===== src/rtl/fp_sum3_operand_gather.sv =====
// Groups a valid/ready stream of IEEE-754 operands into {a,b,c,rnd} triples for DW_fp_sum3.
// Short packet tails are padded with +0.0. The output group stays stable while it waits for the adder.
module fp_sum3_operand_gather #(
  parameter int sig_width = 23,
  parameter int exp_width = 8
) (
  input  logic                           i_clk,
  input  logic                           i_rst,
  input  logic [sig_width+exp_width:0]   i_in_data,
  input  logic [2:0]                     i_in_rnd,
  input  logic                           i_in_last,
  input  logic                           i_in_valid,
  output logic                           o_in_ready,
  output logic [sig_width+exp_width:0]   o_grp_a,
  output logic [sig_width+exp_width:0]   o_grp_b,
  output logic [sig_width+exp_width:0]   o_grp_c,
  output logic [2:0]                     o_grp_rnd,
  output logic [1:0]                     o_grp_nops,
  output logic                           o_grp_last,
  output logic                           o_grp_valid,
  input  logic                           i_grp_ready,
  output logic [1:0]                     o_dbg_cnt
);
  localparam int W = sig_width + exp_width + 1;

  // Handshake: a beat transfers on a rising edge where valid & ready are both high.
  // valid never depends on ready. Once raised, valid and its payload hold until the beat transfers.
  logic [1:0]   r_cnt;
  logic [W-1:0] r_s0;
  logic [W-1:0] r_s1;
  logic [2:0]   r_rnd_s;
  logic [W-1:0] r_grp_a;
  logic [W-1:0] r_grp_b;
  logic [W-1:0] r_grp_c;
  logic [2:0]   r_grp_rnd;
  logic [1:0]   r_grp_nops;
  logic         r_grp_last;
  logic         r_grp_valid;

  logic w_closing;
  logic w_accept;
  logic w_complete;

  // A closing operand needs the output register free (or draining this cycle).
  // Any other operand only needs a free gather slot, which always exists.
  assign w_closing  = (r_cnt == 2'd2) | i_in_last;
  assign o_in_ready = ~w_closing | ~r_grp_valid | i_grp_ready;
  assign w_accept   = i_in_valid & o_in_ready;
  assign w_complete = w_accept & w_closing;

  always_ff @(posedge i_clk) begin
    if (i_rst) begin
      r_cnt       <= 2'd0;
      r_s0        <= '0;
      r_s1        <= '0;
      r_rnd_s     <= 3'd0;
      r_grp_a     <= '0;
      r_grp_b     <= '0;
      r_grp_c     <= '0;
      r_grp_rnd   <= 3'd0;
      r_grp_nops  <= 2'd0;
      r_grp_last  <= 1'b0;
      r_grp_valid <= 1'b0;
    end else if (w_complete) begin
      r_cnt       <= 2'd0;
      r_grp_valid <= 1'b1;
      r_grp_last  <= i_in_last;
      r_grp_rnd   <= (r_cnt == 2'd0) ? i_in_rnd : r_rnd_s;
      case (r_cnt)
        2'd0: begin
          r_grp_a    <= i_in_data;
          r_grp_b    <= '0;
          r_grp_c    <= '0;
          r_grp_nops <= 2'd1;
        end
        2'd1: begin
          r_grp_a    <= r_s0;
          r_grp_b    <= i_in_data;
          r_grp_c    <= '0;
          r_grp_nops <= 2'd2;
        end
        default: begin
          r_grp_a    <= r_s0;
          r_grp_b    <= r_s1;
          r_grp_c    <= i_in_data;
          r_grp_nops <= 2'd3;
        end
      endcase
    end else begin
      if (w_accept) begin
        r_cnt <= r_cnt + 2'd1;
        if (r_cnt == 2'd0) begin
          r_s0    <= i_in_data;
          r_rnd_s <= i_in_rnd;
        end else begin
          r_s1 <= i_in_data;
        end
      end
      if (i_grp_ready) r_grp_valid <= 1'b0;
    end
  end

  assign o_grp_a     = r_grp_a;
  assign o_grp_b     = r_grp_b;
  assign o_grp_c     = r_grp_c;
  assign o_grp_rnd   = r_grp_rnd;
  assign o_grp_nops  = r_grp_nops;
  assign o_grp_last  = r_grp_last;
  assign o_grp_valid = r_grp_valid;
  assign o_dbg_cnt   = r_cnt;
endmodule


===== config.mk =====
export PLATFORM = sky130hd
export DESIGN_NAME = fp_sum3_operand_gather
export DESIGN_NICKNAME = d
export VERILOG_FILES = /design/src/rtl/fp_sum3_operand_gather.sv
export SDC_FILE = /design/constraint.sdc
export NUM_CORES = 1
export LEC_CHECK = 0
export CORE_MARGIN = 5
export CORE_UTILIZATION = 40
export DETAILED_ROUTE_END_ITERATION = 6
export PLACE_DENSITY = 0.66
export SLEW_MARGIN = 20
export SYNTH_ARGS = -nofsm -noshare
export SYNTH_HDL_FRONTEND = slang
export SYNTH_SLANG_ARGS = --single-unit

===== constraint.sdc =====
create_clock -name i_clk -period 2 [get_ports i_clk]
set_input_delay 0.5 -clock i_clk [delete_from_list [all_inputs] [get_ports i_clk]]
set_output_delay 0.5 -clock i_clk [all_outputs]
set_load 0.03 [all_outputs]

* Word level (Yosys, flattened, before mapping)
Cells that the tools add are included.
** Storage, ports and cells
- ROM bits :: 0
- Word-level logic and storage cells :: 36
- RAM bits :: 0
- Output and inout bits :: 106
- Memories :: 0
- Bits in latches :: 0
- Flip-flop bits (word level) :: 172
- Input port bits :: 40
** Operators by class
- Multipliers :: 0
- Magnitude comparators :: 0
- Reductions and logical operators :: 6
- Shifts and indexed selects :: 0
- Bitwise logic cells :: 9
- Multiplexer cells :: 7
- Div/mod/pow operators :: 0
- $add $sub $neg :: 1
- Eq/ne operators :: 2
** Operators with widths (number)
- 2-to-1 mux 32 bit :: 2
- case mux 32 bit (2 select lines) :: 1
- inverter 1 bit :: 4
- case mux 2 bit (2 select lines) :: 1
- OR reduction 2 bit :: 2
- 2-to-1 mux 3 bit :: 1
- OR 1 bit :: 3
- AND reduction 3 bit :: 1
- adder 2 x 1 -> 2 bit (second input constant) :: 1
- AND 1 bit :: 2
- == test 2 x 1 -> 1 bit (second input constant) :: 1
- == test 2 bit (second input constant) :: 1
- zero test 2 bit :: 1
- 2-to-1 mux 1 bit :: 2
- AND reduction 2 bit :: 1
- nonzero test 2 bit :: 1

* Logic depth before layout (Yosys ltp)
Gate-level depths: netlist of run 1.
- Word-level depth :: 9
- Depth in mapped cells :: 8
- Depth with buffers taken out :: 5

* Worst setup path after synthesis of run 1
No wires, ideal clock.
- Kind :: reg2reg
- Start point :: register r_cnt[0], in the netlist o_dbg_cnt[0]
- End point :: register r_s1[10]
- Arrival :: 1.964 ns
- Path slack :: -0.096 ns
- Library setup time :: 0.132 ns
- Cell stages (with the launch flop) :: 9
- Path through :: dfxtp_1 inv_1 ha_1 buf_2 or4b_1 clkbuf_1 buf_2 nand2_1 a21oi_1
** On the way
- Longest elaborated chain between the ends :: 9
** RTL lines
- from (decl) :: RTL line 28 : logic [1:0] r_cnt;
- from (signal assigned) :: RTL line 91 : r_cnt <= r_cnt + 2'd1;
- == test 2 bit :: RTL line 46 : assign w_closing = (r_cnt == 2'd2) | i_in_last;
- OR 1 bit :: RTL line 46
- inverter 1 bit :: RTL line 47 : assign o_in_ready = ~w_closing | ~r_grp_valid | i_grp_ready;
- OR 1 bit (2 in series) :: RTL line 47
- AND 1 bit :: RTL line 48 : assign w_accept = i_in_valid & o_in_ready;
- AND 1 bit :: RTL line 49 : assign w_complete = w_accept & w_closing;
- inverter 1 bit (no source line)
- AND reduction 3 bit (no source line) *
- to (signal assigned) :: RTL line 96 : r_s1 <= i_in_data;
- to (decl) :: RTL line 30 : logic [W-1:0] r_s1;
Every way passes the cells marked *; elsewhere a longest branch is shown, timed or not.
A chain may end at the register's enable or synchronous reset.

* Worst setup path in the final report of run 1
- Start point :: register r_cnt[0], in the netlist o_dbg_cnt[0]
- End point :: output o_in_ready
** On the way
- Longest elaborated chain between the ends :: 5
** RTL lines
- == test 2 bit :: RTL line 46
- OR 1 bit :: RTL line 46
- inverter 1 bit :: RTL line 47
- OR 1 bit (2 in series) :: RTL line 47
- to (decl) :: RTL line 13 : output logic o_in_ready,
Every way passes these cells.

==> results of run 1 <==
[timing repair]
action | CTS | global route
resized for setup | 27 | 13
endpoints found under the setup margin | 21 | 14
buffers inserted | 3 | 1
pin swaps | 1 | 0
[routing by layer]
layer	routed length (um)	up-vias	track usage, %	part of all wire, %
met5	0	-	0	0
met4	193	0	5.32	1.1
met3	1370	16	6.10	7.7
met2	8320	172	31.4	47
met1	7830	2590	24.6	44
li1	-	2650	-	-
[metrics by stage]
stage | setup WS (ps) | util [%] | power, mW
final | 46.1 | 56.0 | 7.82
after floorplan | 65.7 | - | 4.28
after global placement | -47.3 | 52.0 | 4.70
after detailed placement | -109 | 52.0 | 4.73
after CTS | 1.80 | 55.7 | 7.90
after global routing | -7.27 | 56.0 | 8.14
[power by group]
group | switching [mW] | total (mW) | internal [mW] | leakage [nW]
clock network | 1.39 | 3.17 | 1.79 | 0.272
logic | 0.607 | 1.02 | 0.418 | 1.83
registers | 0.0713 | 3.62 | 3.55 | 1.40
total | 2.07 | 7.82 | 5.76 | 3.50
[layout by cell type (no fill, tap or decap), types with 2 or more instances in the layout]
cell type / netlist / final
clkinvlp_4: 0 / 4
and3_1: 2 / 2
nand2_1: 137 / 136
buf_12: 0 / 9
nor3b_1: 32 / 32
clkinv_2: 0 / 4
buf_4: 13 / 24
nand3_1: 2 / 2
clkbuf_16: 0 / 17
clkdlybuf4s50_1: 0 / 112
ha_1: 5 / 2
inv_6: 0 / 4
o2bb2ai_1: 69 / 69
a21oi_1: 101 / 101
dfxtp_1: 172 / 170
dlygate4sd2_1: 0 / 19
a22o_1: 32 / 32
ha_4: 0 / 2
o21ai_0: 2 / 2
clkbuf_8: 0 / 2
dlymetal6s2s_1: 0 / 12
mux2i_1: 35 / 35
[kinds of logic (layout without fill, tap and decap cells)]
logic type | after synthesis | count (layout) | synth area share (%)
buffers and inverters | 64 | 212 | 4.98
AO/OA/AOI/OAI | 208 | 208 | 22.2
adder cells (fa/ha/maj) | 5 | 5 | 0.965
flip-flops | 172 | 172 | 53.1
AND/OR/NAND/NOR | 183 | 183 | 13.4
multiplexers | 35 | 35 | 5.40
[sequential cells by signal (all words and copies together), names as in the netlist]
| register | flops |
|---|---|
| o_dbg_cnt | 2 |
| r_rnd_s | 3 |
| o_grp_rnd | 3 |
| o_grp_c | 32 |
| o_grp_nops | 2 |
| r_s0 | 32 |
| o_grp_last | 1 |
| o_grp_b | 32 |
| o_grp_valid | 1 |
| o_grp_a | 32 |
| r_s1 | 32 |
[critical path: cells and delay by family (launching register included)]
kind / cells / cell delay [ps]
flops: 1 / 370
simple gates: 2 / 320
buf+inv: 2 / 170
fa+ha+maj: 1 / 160
[synth_stat cells, types with 2 or more instances]
master	count	share of area, %
and3_1	2	0.19
mux2i_1	35	5.4
nand3_1	2	0.15
a21oi_1	101	7.8
inv_1	2	0.12
ha_1	5	0.96
nor3b_1	32	3.7
nand2_1	137	7.9
clkbuf_1	21	1.2
buf_4	13	1.5
o21ai_0	2	0.15
a22o_1	32	4.3
o2bb2ai_1	69	9.3
dfxtp_1	172	53
buf_2	26	2.0
[final timing paths]
| path | end | slack, ps | cells after the start |
|---|---|---|---|
| setup reg to reg | o_grp_a[4]$_SDFFE_PP0P_ | 170 | 6 |
| hold / removal | r_s1[15]$_SDFFE_PP0P_ | 450 | 2 |
| setup / recovery | o_in_ready | 50 | 5 |
| hold reg to reg | r_s1[15]$_SDFFE_PP0P_ | 450 | 2 |
[cell type report]
class	instances	area, sq um	share of cell area, %
Timing Repair Buffer	178	1810	20.4
Clock inverter	13	115	1.29
Multi-Input combinational cell	431	2780	31.3
Tap cell	216	270	3.04
Sequential cell	172	3450	38.8
Clock buffer	19	453	5.09
Inverter	2	10.0	0.113
==> flow_metrics.env, run 1 <==
export IMPL_status="finished, final reports clean"
export IMPL_dp_hpwl_um=11800
export IMPL_io_buffers=145
export IMPL_drc=0
export IMPL_crit_path_end_kind="output pin"
export IMPL_drtIter0Drc=321
export IMPL_cts_tree="built"
export IMPL_worstPathArrival_ps=1450
export IMPL_syn_area_sq_mm=0.00648
export IMPL_finalCritPeriodShare_pct=97.7
export IMPL_setup_viol=0
export IMPL_min_from="r_s1[15]$_SDFFE_PP0P_"
export IMPL_worstMarginPinSlew_ps=435
export IMPL_wirelength_um=17700
export IMPL_ir_worst_vdd_mv=0.599
export IMPL_max_freq_mhz=512
export IMPL_fin_cells=1031
export IMPL_routed_via_density=5.26
export IMPL_fp_dieArea_sq_mm=0.0189
export IMPL_critPathSlowestCell="dfxtp_4"
export IMPL_synth_edf_count=0
export IMPL_min_path_type="reg -> reg"
export IMPL_cts_buffer_depth=2
export IMPL_synthFlopType="dfxtp_1"
export IMPL_insertedDiodeCount=0
export IMPL_r2r_start="o_dbg_cnt[1]$_SDFFE_PP0P_"
export IMPL_wire_per_inst_um=17.2
export IMPL_slowest_delay_ps=370
export IMPL_post_synth_cell_area_avg_sq_um=9.72
export IMPL_root_buffer="clkbuf_16"
export IMPL_drive_above_1_share_pct=9.69
export IMPL_hold_violations=0
export IMPL_gp_congestion=0.792
export IMPL_synthCells=667
export IMPL_p_leak_nw=3.50
export IMPL_numClockSinks=172
export IMPL_critPathLaunch="o_dbg_cnt[0]$_SDFFE_PP0P_"
export IMPL_setup_tns_ps=0
export IMPL_fillers=1444
export IMPL_grt_pass1_vias=5386
export IMPL_cp_required_ps=1500
export IMPL_grt_max_degree=53
export IMPL_drt_pass1_iterations=4
export IMPL_initial_core_util_pct=40.8
export IMPL_die_width_um=137
export IMPL_start_kind="register"
export IMPL_clk_latency_ps=430
export IMPL_path_max_fanout=4
export IMPL_die_h_um=137
export IMPL_holdWs_ps=454
export IMPL_nets=847
export IMPL_finalMaxSlewViolations=0
export IMPL_dr_total_vias=5428
export IMPL_stdcell_area_sq_mm=0.00889
export IMPL_syn_nets=712
export IMPL_antenna_found_initial=0
export IMPL_ys_ff_latch=172
export IMPL_syn2layout_area_growth_pct=37.1
export IMPL_place_area_sq_mm=0.00825
export IMPL_h_tree_depth=4
export IMPL_synthArstFlopShare_pct=0
export IMPL_crit_type="reg -> out"
export IMPL_cts_buffers=17
export IMPL_ant_nets=0
export IMPL_ios=146
export IMPL_clk_pin_slew_ps=60
export IMPL_power_density_mw_per_mm2=880
export IMPL_synth_cell_types=31
export IMPL_grt_pass1_wl_um=28500
export IMPL_grt_ovfl_total=0
export IMPL_max_cap_violations=0
export IMPL_fin_worst_skew_ps=11.2
export IMPL_relSlewSlack_pct=71.0
export IMPL_crit_chain="inv_4 -> ha_4 -> or2_4 -> nand2_4 -> buf_6"
export IMPL_track_usage_pct=19.2
export IMPL_ctsHoldBuffers=0
export IMPL_yosysWarnings=0
export IMPL_rows=46
export IMPL_synth_seq_area_share_pct=53.1
export IMPL_fin_crit_ps=1950
export IMPL_core_region_area_sq_mm=0.0159
export IMPL_dp_cells=995
Note: power is estimated with default switching activity, not from simulation.
==> run 2: changes to the inputs <==
--- a/config.mk
+++ b/config.mk
@@ -5,6 +5,8 @@
 export SDC_FILE = /design/constraint.sdc
 export NUM_CORES = 1
 export LEC_CHECK = 0
+export ABC_CLOCK_PERIOD_IN_PS = 2080
+export CAP_MARGIN = 20
 export CORE_MARGIN = 5
 export CORE_UTILIZATION = 40
 export DETAILED_ROUTE_END_ITERATION = 6
==> constraint.sdc (replaced) <==
create_clock -name i_clk -period 2.08 [get_ports i_clk]
set_input_delay 0.52 -clock i_clk [delete_from_list [all_inputs] [get_ports i_clk]]
set_output_delay 0.52 -clock i_clk [all_outputs]
set_load 0.03 [all_outputs]
==> run 2 against run 1 <==
Utilization shrank 0.63 points; sequential cell count is the same; largest cell class unchanged; via count shrank 0.55%; critical endpoint unchanged.
==> flow_metrics.env, run 2 (same netlist as run 1, synthesis figures left out) <==
export IMPL_multi_input_area_sq_mm=0.00276
export IMPL_rsz0062_at_grt="false"
export IMPL_initial_core_util_pct=40.8
export IMPL_syn2layout_area_growth_pct=35.5
export IMPL_crit_path_end_kind="output pin"
export IMPL_place_area_sq_mm=0.00821
export IMPL_fin_cells=1024
export IMPL_io_buffers=145
export IMPL_grt_ovfl_total=0
export IMPL_cts_buffer_depth=2
export IMPL_worstPathArrival_ps=1510
export IMPL_p_leak_nw=3.17
export IMPL_die_width_um=137
export IMPL_numClockSinks=172
export IMPL_stdcell_area_sq_mm=0.00879
export IMPL_wirelength_um=17300
export IMPL_setup_viol=0
export IMPL_fin_crit_ps=2030
export IMPL_ctsHoldBuffers=0
export IMPL_dp_hpwl_um=11300
export IMPL_drtIter0Drc=333
export IMPL_grt_max_degree=50
export IMPL_core_region_area_sq_mm=0.0159
export IMPL_cp_required_ps=1560
export IMPL_drive_above_1_share_pct=8.42
export IMPL_relSlewSlack_pct=64.1
export IMPL_final_cell_mix="dfxtp_1, clkdlybuf4s50_1, nand2_1"
export IMPL_path_max_fanout=5
export IMPL_ir_worst_vdd_mv=0.568
export IMPL_max_cap_violations=0
export IMPL_final_common_cell="dfxtp_1"
export IMPL_ant_nets=0
export IMPL_fp_dieArea_sq_mm=0.0189
export IMPL_cts_buffers=17
export IMPL_grt_pass1_wl_um=27900
export IMPL_worstMarginPinSlew_ps=539
export IMPL_power_density_mw_per_mm2=847
export IMPL_clk_pin_slew_ps=60
export IMPL_finalCritPeriodShare_pct=97.7
export IMPL_min_path_type="reg -> reg"
export IMPL_insertedDiodeCount=0
export IMPL_routed_via_density=5.27
export IMPL_root_buffer="clkbuf_16"
export IMPL_fin_worst_skew_ps=10.5
export IMPL_finalMaxSlewViolations=0
export IMPL_crit_type="reg -> out"
export IMPL_status="finished, final reports clean"
export IMPL_dr_total_vias=5398
export IMPL_cts_tree="built"
export IMPL_ios=146
export IMPL_clk_latency_ps=430
export IMPL_register_area_sq_mm=0.00345
export IMPL_grt_pass1_vias=5338
export IMPL_track_usage_pct=18.6
export IMPL_antenna_found_initial=0
export IMPL_nets=840
export IMPL_h_tree_depth=4
export IMPL_rows=46
export IMPL_start_kind="register"
export IMPL_fillers=1399
export IMPL_wire_per_inst_um=16.9
export IMPL_gp_congestion=0.744
export IMPL_drt_pass1_iterations=4
export IMPL_worstHoldPathCells=2
export IMPL_max_freq_mhz=492
export IMPL_dp_cells=991
export IMPL_drc=0
export IMPL_hold_violations=0
export IMPL_reg2reg_depth=7
export IMPL_die_h_um=137
[run 2: cell types whose count changed in the layout (fill, tap and decap cells not counted), sizes merged]
| cell | previous run | this run |
|---|---|---|
| clkinvlp | 4 | 2 |
| dlygate4sd2 | 19 | 0 |
| clkinv | 4 | 6 |
| clkdlybuf4s50 | 112 | 142 |
| dlymetal6s2s | 12 | 1 |
| buf | 35 | 28 |
| inv | 6 | 3 |
| clkbuf | 19 | 22 |
[run 2: layer usage]
layer / wire length (um) / global-route usage [%] / vias up
met5: 0 / 0 / -
met4: 257 / 5.88 / 0
met3: 1250 / 5.66 / 20
met2: 7950 / 29.7 / 160
met1: 7800 / 24.2 / 2583
li1: - / - / 2635
[run 2: timing repair]
item,CTS,global route
endpoints found under the setup margin,1,1
gates resized for setup,6,1
gates cloned,0,0
setup buffers,1,0
[run 2: worst max-delay path, stage by stage (launching register included)]
cell	delay [ps]
dfxtp_4	350
inv_2	60
ha_2	200
or2_4	260
nand2_2	80
buf_6	130
[run 2: metrics by stage]
| step | worst slack (ps) | utilization [%] | hold slack, ps | setup TNS (ps) | total power, mW |
|---|---|---|---|---|---|
| 2_1_floorplan | 31.5 | - | 432 | 0 | 4.12 |
| 3_3_place_gp | 18.1 | 51.7 | 436 | 0 | 4.51 |
| 3_5_place_dp | -34.9 | 51.7 | 444 | -770 | 4.53 |
| 4_1_cts | 11.4 | 55.3 | 453 | 0 | 7.53 |
| 5_1_grt | 1.87 | 55.3 | 465 | 0 | 7.74 |
| 6_report | 48.1 | 55.3 | 450 | 0 | 7.45 |
[run 2: path summary, 6_finish.rpt]
path / end / slack, ps / start
setup reg to reg: r_s0[9]$_SDFFE_PP0P_ / 190 / o_dbg_cnt[1]$_SDFFE_PP0P_
hold / removal: r_s1[1]$_SDFFE_PP0P_ / 450 / r_s1[1]$_SDFFE_PP0P_
setup / recovery: o_in_ready / 50 / o_dbg_cnt[0]$_SDFFE_PP0P_
hold reg to reg: r_s1[1]$_SDFFE_PP0P_ / 450 / r_s1[1]$_SDFFE_PP0P_
[run 2: report_power, final]
| part | total (mW) | switching [mW] | internal, mW | leakage (nW) |
|---|---|---|---|---|
| clock network | 2.99 | 1.28 | 1.71 | 0.270 |
| registers | 3.48 | 0.0672 | 3.42 | 1.40 |
| logic | 0.978 | 0.578 | 0.400 | 1.50 |
| total | 7.45 | 1.92 | 5.53 | 3.17 |
[run 2: cell type report]
class                   count  area share, %
well taps                 216           3.07
clock buffers              22           5.28
flip-flops and latches    172           39.2
multi-input cells         431           31.4
inverters                   2         0.0854
repair buffers            171           19.9
clock inverters            10           1.04
